### src/rtl/md_pkg.sv
// Shared definitions for the HI/LO multiply-divide control block: op codes,
// controller states and the default divider timeout.
package md_pkg;

  typedef enum logic [2:0] {
    OpNop   = 3'd0,
    OpDiv   = 3'd1,
    OpMult  = 3'd2,
    OpMultu = 3'd3,
    OpMthi  = 3'd4,
    OpMtlo  = 3'd5
  } md_op_e;

  typedef enum logic [1:0] {
    StIdle,
    StDivArm,
    StDivRun,
    StDivDone
  } md_state_e;

  localparam int unsigned DivTimeoutDefault = 40;
  localparam int unsigned CntWidth          = 6;

  function automatic logic is_mult_op(logic [2:0] op);
    return (op == OpMult) || (op == OpMultu);
  endfunction

endpackage

### src/rtl/mult32.sv
// Combinational 32x32 multiplier producing a 64-bit signed or unsigned product.
module mult32 (
  input  logic [31:0] a,
  input  logic [31:0] b,
  input  logic        is_signed,
  output logic [63:0] p
);

  logic [65:0] a_ext;
  logic [65:0] b_ext;
  logic [65:0] prod;

  // Extending to 66 bits makes one unsigned multiply serve both signednesses;
  // the low 64 bits of the truncated product are exact in either case.
  always_comb begin
    a_ext = {{34{is_signed & a[31]}}, a};
    b_ext = {{34{is_signed & b[31]}}, b};
    prod  = a_ext * b_ext;
    p     = prod[63:0];
  end

endmodule

### src/rtl/hilo_ctrl.sv
// HI/LO register controller: single-cycle MULT/MULTU/MTHI/MTLO and a stalling
// handshake with an external iterative signed divider, with timeout abort.
module hilo_ctrl
  import md_pkg::*;
#(
  parameter int unsigned DIV_TIMEOUT = DivTimeoutDefault
) (
  input  logic        clock,
  input  logic        reset,
  input  logic        op_valid,
  input  logic [2:0]  op,
  input  logic [31:0] rs_val,
  input  logic [31:0] rt_val,
  output logic [31:0] hi,
  output logic [31:0] lo,
  output logic        stall,
  output logic        div_start,
  output logic [31:0] div_dividend,
  output logic [31:0] div_divisor,
  input  logic [31:0] div_q,
  input  logic [31:0] div_r,
  input  logic        div_busy,
  output logic        div_zero,
  output logic        div_err
);

  md_state_e           state_q, state_d;
  logic [31:0]         hi_q, hi_d;
  logic [31:0]         lo_q, lo_d;
  logic [31:0]         dvd_q, dvd_d;
  logic [31:0]         dvs_q, dvs_d;
  logic [CntWidth-1:0] cnt_q, cnt_d;
  logic                zero_q, zero_d;
  logic                err_q, err_d;

  logic [63:0] prod;
  logic        timeout;

  mult32 u_mult32 (
    .a         (rs_val),
    .b         (rt_val),
    .is_signed (op == OpMult),
    .p         (prod)
  );

  assign timeout = (cnt_q == CntWidth'(DIV_TIMEOUT - 1));

  always_comb begin
    state_d = state_q;
    hi_d    = hi_q;
    lo_d    = lo_q;
    dvd_d   = dvd_q;
    dvs_d   = dvs_q;
    cnt_d   = cnt_q;
    zero_d  = 1'b0;
    err_d   = 1'b0;

    unique case (state_q)
      StIdle: begin
        if (op_valid) begin
          if (is_mult_op(op)) begin
            {hi_d, lo_d} = prod;
          end else begin
            case (op)
              OpMthi: hi_d = rs_val;
              OpMtlo: lo_d = rs_val;
              OpDiv: begin
                if (rt_val == '0) begin
                  zero_d = 1'b1;
                end else begin
                  dvd_d   = rs_val;
                  dvs_d   = rt_val;
                  cnt_d   = '0;
                  state_d = StDivArm;
                end
              end
              default: ;
            endcase
          end
        end
      end

      // Divider progress wins over a timeout landing on the same cycle.
      StDivArm: begin
        cnt_d = cnt_q + 1'b1;
        if (div_busy) begin
          state_d = StDivRun;
        end else if (timeout) begin
          err_d   = 1'b1;
          state_d = StIdle;
        end
      end

      StDivRun: begin
        cnt_d = cnt_q + 1'b1;
        if (!div_busy) begin
          state_d = StDivDone;
        end else if (timeout) begin
          err_d   = 1'b1;
          state_d = StIdle;
        end
      end

      StDivDone: begin
        lo_d    = div_q;
        hi_d    = div_r;
        state_d = StIdle;
      end

      default: state_d = StIdle;
    endcase
  end

  always_ff @(posedge clock or negedge reset) begin
    if (!reset) begin
      state_q <= StIdle;
      hi_q    <= '0;
      lo_q    <= '0;
      dvd_q   <= '0;
      dvs_q   <= '0;
      cnt_q   <= '0;
      zero_q  <= 1'b0;
      err_q   <= 1'b0;
    end else begin
      state_q <= state_d;
      hi_q    <= hi_d;
      lo_q    <= lo_d;
      dvd_q   <= dvd_d;
      dvs_q   <= dvs_d;
      cnt_q   <= cnt_d;
      zero_q  <= zero_d;
      err_q   <= err_d;
    end
  end

  assign hi           = hi_q;
  assign lo           = lo_q;
  assign stall        = (state_q != StIdle);
  assign div_start    = (state_q == StDivArm);
  assign div_dividend = dvd_q;
  assign div_divisor  = dvs_q;
  assign div_zero     = zero_q;
  assign div_err      = err_q;

endmodule

### config.mk
export PLATFORM = sky130hd
export DESIGN_NAME = hilo_ctrl
export DESIGN_NICKNAME = d
export VERILOG_FILES = /design/src/rtl/md_pkg.sv /design/src/rtl/mult32.sv /design/src/rtl/hilo_ctrl.sv
export SDC_FILE = /design/constraint.sdc
export NUM_CORES = 2
export LEC_CHECK = 0
export BUFFER_PORTS_ARGS = -buffer_cell sky130_fd_sc_hd__buf_2
export CELL_PAD_IN_SITES_DETAIL_PLACEMENT = 1
export CELL_PAD_IN_SITES_GLOBAL_PLACEMENT = 1
export CORE_MARGIN = 2
export CORE_UTILIZATION = 30
export DETAILED_ROUTE_END_ITERATION = 6
export GPL_TIMING_DRIVEN = 0
export HOLD_SLACK_MARGIN = 0.12
export PLACE_DENSITY_LB_ADDON = 0.1
export SETUP_SLACK_MARGIN = 0.1
export SYNTH_ARGS = -nofsm -noshare
export SYNTH_HDL_FRONTEND = slang
export SYNTH_SLANG_ARGS = --single-unit
### constraint.sdc
create_clock -name clock -period 2.4 [get_ports clock]
set_input_delay 0.24 -clock clock [delete_from_list [all_inputs] [get_ports clock]]
set_output_delay 0.24 -clock clock [all_outputs]
set_load 0.02 [all_outputs]
Word-level counts from Yosys, hierarchy flattened
Cells that the tools add are included.
{ "op_classes": {"addsub": 1, "n_mul": 1, "n_eq_ne": 15, "mux": 30, "n_bitwise": 4, "n_reduce_logical": 12} }
{ "op_table": {"columns": ["op", "count"], "rows": [
  ["$mux W32", 6],
  ["$pmux W32 S2", 2],
  ["$mul A33 B33 Y64", 1],
  ["$logic_not A32 Y1", 1],
  ["$mux W6", 4],
  ["$mux W2", 7],
  ["$pmux W6 S2", 1],
  ["$reduce_and A5 Y1", 2],
  ["$mux W1", 8],
  ["$pmux W2 S4", 1],
  ["$add A6 B1 Y6 const B", 1],
  ["$eq A3 B2 Y1 const B", 2],
  ["$eq A3 B3 Y1 const B", 2],
  ["$eq A6 B6 Y1 const B", 1],
  ["$ne A2 B2 Y1 const B", 3],
  ["$ne A3 B2 Y1 const B", 2],
  ["$reduce_and A3 Y1", 2],
  ["$reduce_bool A2 Y1", 3],
  ["$eq A2 B2 Y1 const B", 2],
  ["$reduce_and A4 Y1", 1],
  ["$eq A3 B1 Y1 const B", 1],
  ["$and A1 B1 Y1", 2],
  ["$eq A2 B1 Y1 const B", 1],
  ["$logic_not A2 Y1", 1],
  ["5 further kinds", 6]
]} }
{ "totals": {"reg_bits": 138, "in_bits": 135, "out_inout_bits": 132, "word_cells": 71} }

Longest topological paths before layout
{ "depth": {"ltp_word": 6, "depth_mapped": 34, "mapped_depth_nobuf": 30} }

Cells and area by module
Synthesis repeated with hierarchy kept, for this count alone.
{ "hier_totals": {"hier_cells": 4827, "hier_area_um2": 44645.3} }
{ "by_module_without_submodules": {"columns": ["module", "instances", "cells_per_inst", "area_per_inst_um2", "seq_area_each_um2"], "rows": [
  ["mult32", 1, 4156, 37850.1, 0.0],
  ["hilo_ctrl", 1, 671, 6795.3, 3453.3]
]} }

Worst setup path before layout
Ideal clock, no wire load.
{ "synth_timing": {"path_kind": "input -> register", "startpoint": "input port op[2]", "endpoint": "register hi_q[29] (netlist: hi[29])", "setup_time_ns": 0.082, "arrival_time_ns": 7.880, "required_time_ns": 2.318, "path_slack_ns": -5.562, "stages": 33, "path_cell_list": "nand2b_1 > clkbuf_1 > nor2_1 > and2_1 > clkbuf_1 > nand2_1 > inv_1 > fa_1 > inv_1 > fa_1 > inv_1 > fa_1 > fa_1 > inv_1 > fa_1 > inv_1 > fa_1 > inv_1 > fa_1 > fa_1 > inv_1 > ha_1 > clkbuf_1 > o21a_1 > nor2_1 > nor2_1 > a21oi_1 > o22a_1 > o31ai_2 > o41ai_2 > xnor2_1 > o211ai_1 > a31oi_1"} }
{ "synth_via": {"elab_chain_len": 6, "elab_cells_between_ends": 12, "classes_between": "1 x mul; 4 x eq/ne; 3 x mux; 2 x bitwise; 2 x reduce/logical"} }
{ "synth_lines": {"columns": ["element", "line_no", "source"], "rows": [
  ["start, declared", "hilo_ctrl.sv:11", "input logic [2:0] op,"],
  ["$eq A3 B2 Y1", "md_pkg.sv:25, hilo_ctrl.sv:42", null],
  ["$and A1 B1 Y1 (on tied branches)", "mult32.sv:16, mult32.sv:17", null],
  ["$mul A33 B33 Y64", "mult32.sv:18", "prod = a_ext * b_ext;"],
  ["$mux W32", "hilo_ctrl.sv:61", "if (is_mult_op(op)) begin"],
  ["$mux W32", "hilo_ctrl.sv:60", "if (op_valid) begin"],
  ["$pmux W32 S2", "hilo_ctrl.sv:58", "unique case (state_q)"],
  ["end signal, assigned", "hilo_ctrl.sv:126", "hi_q <= hi_d;"],
  ["end, declared", "hilo_ctrl.sv:28", "logic [31:0] hi_q, hi_d;"]
]} }
Several ways; a longest one is shown, not always the timed one. The select of a mux whose other input is x is not followed.
A chain may end at the register's enable or synchronous reset.

Worst setup path in the final report
{ "layout_timing": {"startpoint": "input port op[2]", "endpoint": "register hi_q[20] (netlist: hi[20])"} }
Same word-level chain as after synthesis.

==> flow_metrics.py <==
metrics = {
    "worst_hold_path": {
        "hold_depth": 2,
        "min_from": "rt_val[14]",
        "min_to": "div_divisor[14]$_DFFE_PN0P_",
        "min-delay-path-class": "input pin to flop",
    },
    "setup_path": {
        "r2r-end": "hi[14]$_DFFE_PN0P_",
        "reg2regPathDepth": 8,
        "slowest_delay_ps": 710,
        "reg2reg_slack_ps": -670,
        "cp_max_fo": 4,
        "cp-end-kind": "flop",
        "worstPathArrival_ps": 8240,
        "required_ps": 2810,
        "reg2reg_from": "state_q[0]$_DFFE_PN0P_",
        "cp_slowest_cell": "fa_2",
        "critPathLaunchType": "input pin",
        "path_class": "input pin to flop",
    },
    "floorplanning": {
        "die_height_um": 390,
        "start_util_pct": 30.2,
        "rows": 141,
        "fp.dieArea_um2": 152000,
        "core_area_um2": 148000,
        "pin_count": 267,
        "die_w_um": 390,
    },
    "logic_synthesis": {
        "yosys_warnings": 0,
        "synth_largest_area_cell": "fa_1",
        "synth_cell_types": 76,
        "synth_edf_count": 0,
        "yosysMostFrequentCell": "inv_1",
        "synthTopCellsByCount": "inv_1, fa_1, nand2_1",
        "netlist_instances": 4923,
        "synth-main-ff-cell": "dfrtp_1",
        "syn_area_um2": 44700,
        "synthTopCellsByArea": "fa_1, inv_1, dfrtp_1",
        "syn-num-nets": 6400,
        "synth_top_area_share_pct": 50.4,
        "synth-seq-cells": 138,
        "async_flop_share_pct": 100,
        "ys_seq_area_share_pct": 7.73,
        "syn-mean-instance-area_um2": 9.08,
    },
    "timing": {
        "tightest_slew_ps": 1020,
        "fin_ws_ps": -5430,
        "setup_viol": 60,
        "fmax_mhz": 128,
        "period_share_pct": 326,
        "finalMaxSlewViolations": 0,
        "clock_skew_ps": 15.7,
        "hold_violations": 0,
        "rsz0062_at_grt": "yes",
        "min_period_ps": 7830,
        "slew_headroom_pct": 31.6,
    },
    "routing": {
        "drc": 0,
        "routed_wl_um": 222000,
        "postRouteAntennaNets": 0,
        "first_pass_iters": 5,
        "drt_iter0_drc": 2547,
        "vias": 36809,
        "via_per_inst": 4.97,
        "wl_per_cell_um": 29.9,
    },
    "global_route": {
        "grt_use_met3_pct": 3.27,
        "grt_pass1_wl_um": 309000,
        "grt_pass1_vias": 40952,
        "grtUsageMet2_pct": 48.9,
        "grt-ovfl-total": 0,
        "grt_max_degree": 90,
        "antenna_found_initial": 25,
        "grtUsageTotal_pct": 29.2,
        "grt-busiest-layer": "met2",
        "grtUsageMet1_pct": 38.6,
    },
    "final_layout": {
        "post-route-util_pct": 39.4,
        "finalNetCount": 6935,
        "drive_gt1_share_pct": 25.2,
        "area_growth_pct": 30.2,
    },
    "placed_design": {
        "dpl.hpwl_um": 178000,
        "gp_congestion": 0.914,
        "portBuffers": 208,
    },
    "clocking": {
        "cts_root_buf": "clkbuf_16",
        "clk_pin_slew_ps": 80,
        "cts_tree": "built",
        "cts_htree_levels": 4,
        "clk_latency_ps": 480,
        "cts_sinks": 138,
        "cts-buffers-inserted": 17,
        "clockBufferDepth": 2,
    },
    "run": {
        "cap_violations": 0,
    },
    "run_status": {
        "violations": "setup timing",
        "status": "finished, violations left",
    },
}
-- through the flow --
step | area (um2) | hold slack (ps) | cells | setup TNS [ps] | worst slack, ps
after CTS | 56200 | 121 | 7292 | -260770 | -5700
after global placement | 50500 | 465 | 7061 | -636260 | -7530
after floorplan | 47100 | -55.6 | 4923 | -235130 | -5100
after global routing | 58200 | 115 | 7401 | -265430 | -5610
after detailed placement | 50600 | 177 | 7062 | -457890 | -7580
final | 58200 | 120 | 7412 | -256420 | -5430
-- registers in the layout, summed over array words and instances, names as in the netlist --
name	cells
div_divisor	32
div_err	1
hi	32
state_q	2
div_zero	1
div_dividend	32
lo	32
cnt_q	6
-- placed cells by master (no fill, tap or decap), types with 23 or more instances in the layout --
cell           instances
buf_2                207
a21o_1                27
ha_1                 151
clkbuf_16            108
nand2_2               23
buf_4                190
dfrtp_1              138
and2_1               286
clkbuf_2              44
buf_6                 59
clkbuf_8              61
fa_2                  88
and2_4                29
nor2_1                66
fa_1                1037
a21oi_1               64
nand2_1              849
inv_2                 68
mux2_2                65
clkbuf_1              37
inv_1               1062
dlygate4sd3_1         61
o21ai_0               46
buf_12                27
ha_4                  63
a21oi_2               39
o21ai_1               52
xnor2_1               29
buf_8                 39
-- logic make-up (layout without fill, tap and decap cells) --
family                   after synthesis  count (layout)  synth area share, %
AO/OA/AOI/OAI                        397             397                 5.53
XOR/XNOR                              74              74                 1.45
adder cells (fa/ha/maj)             1342            1342                 56.5
buffers and inverters               1468            2016                 12.4
flip-flops                           138             138                 7.73
multiplexers                          76              76                 1.89
other                                  0              11                    0
AND/OR/NAND/NOR                     1428            1428                 14.5
-- worst max-delay path: cells and delay by family --
| kind | cells | cell delay, ps |
|---|---|---|
| AOI/OAI and AO/OA | 7 | 1470 |
| adders and majority gates | 9 | 4600 |
| buffers and inverters | 8 | 910 |
| and+or+nand+nor | 7 | 1010 |
-- how the worst max path moves through the flow --
stage,cells after the start,startpoint,slack [ps],endpoint
2_1_floorplan,31,op[2],-5100,hi[31]$_DFFE_PN0P_
3_3_place_gp,27,rs_val[31],-7530,hi[31]$_DFFE_PN0P_
3_5_place_dp,27,rs_val[31],-7580,hi[31]$_DFFE_PN0P_
4_1_cts,31,op[2],-5700,hi[29]$_DFFE_PN0P_
5_1_grt,30,op[2],-5610,hi[20]$_DFFE_PN0P_
6_report,31,op[2],-5430,hi[20]$_DFFE_PN0P_
-- cell type report --
| type | instances | area (um2) |
|---|---|---|
| well taps | 1930 | 2410 |
| diodes | 11 | 27.5 |
| clock buffers | 17 | 425 |
| clock inverters | 15 | 180 |
| fillers | 16583 | 89700 |
| multi-input cells | 3317 | 38700 |
| repair buffers | 520 | 4150 |
| plain buffers | 321 | 4490 |
| inverters | 1143 | 4340 |
| flip-flops and latches | 138 | 3450 |
-- what timing repair did --
| item | in CTS | in global routing |
|---|---|---|
| gates resized for setup | 678 | 314 |
| endpoints found under the setup margin | 135 | 107 |
| pin swaps | 237 | 248 |
| hold buffers | 57 | 4 |
| endpoints found under the hold margin | 105 | 4 |
| buffers inserted | 141 | 101 |
| cloned | 1 | 9 |
-- layer usage --
layer  part of all wire, %  vias to the layer above
met4                   4.8                       10
met1                    42                    20053
met2                    48                      983
met5                 0.033                        -
met3                   5.0                      299
li1                      -                    15464
Power is left out: the tool's default activity adds up to more than one toggle a clock period on the data nets, which glitch-free logic cannot reach.
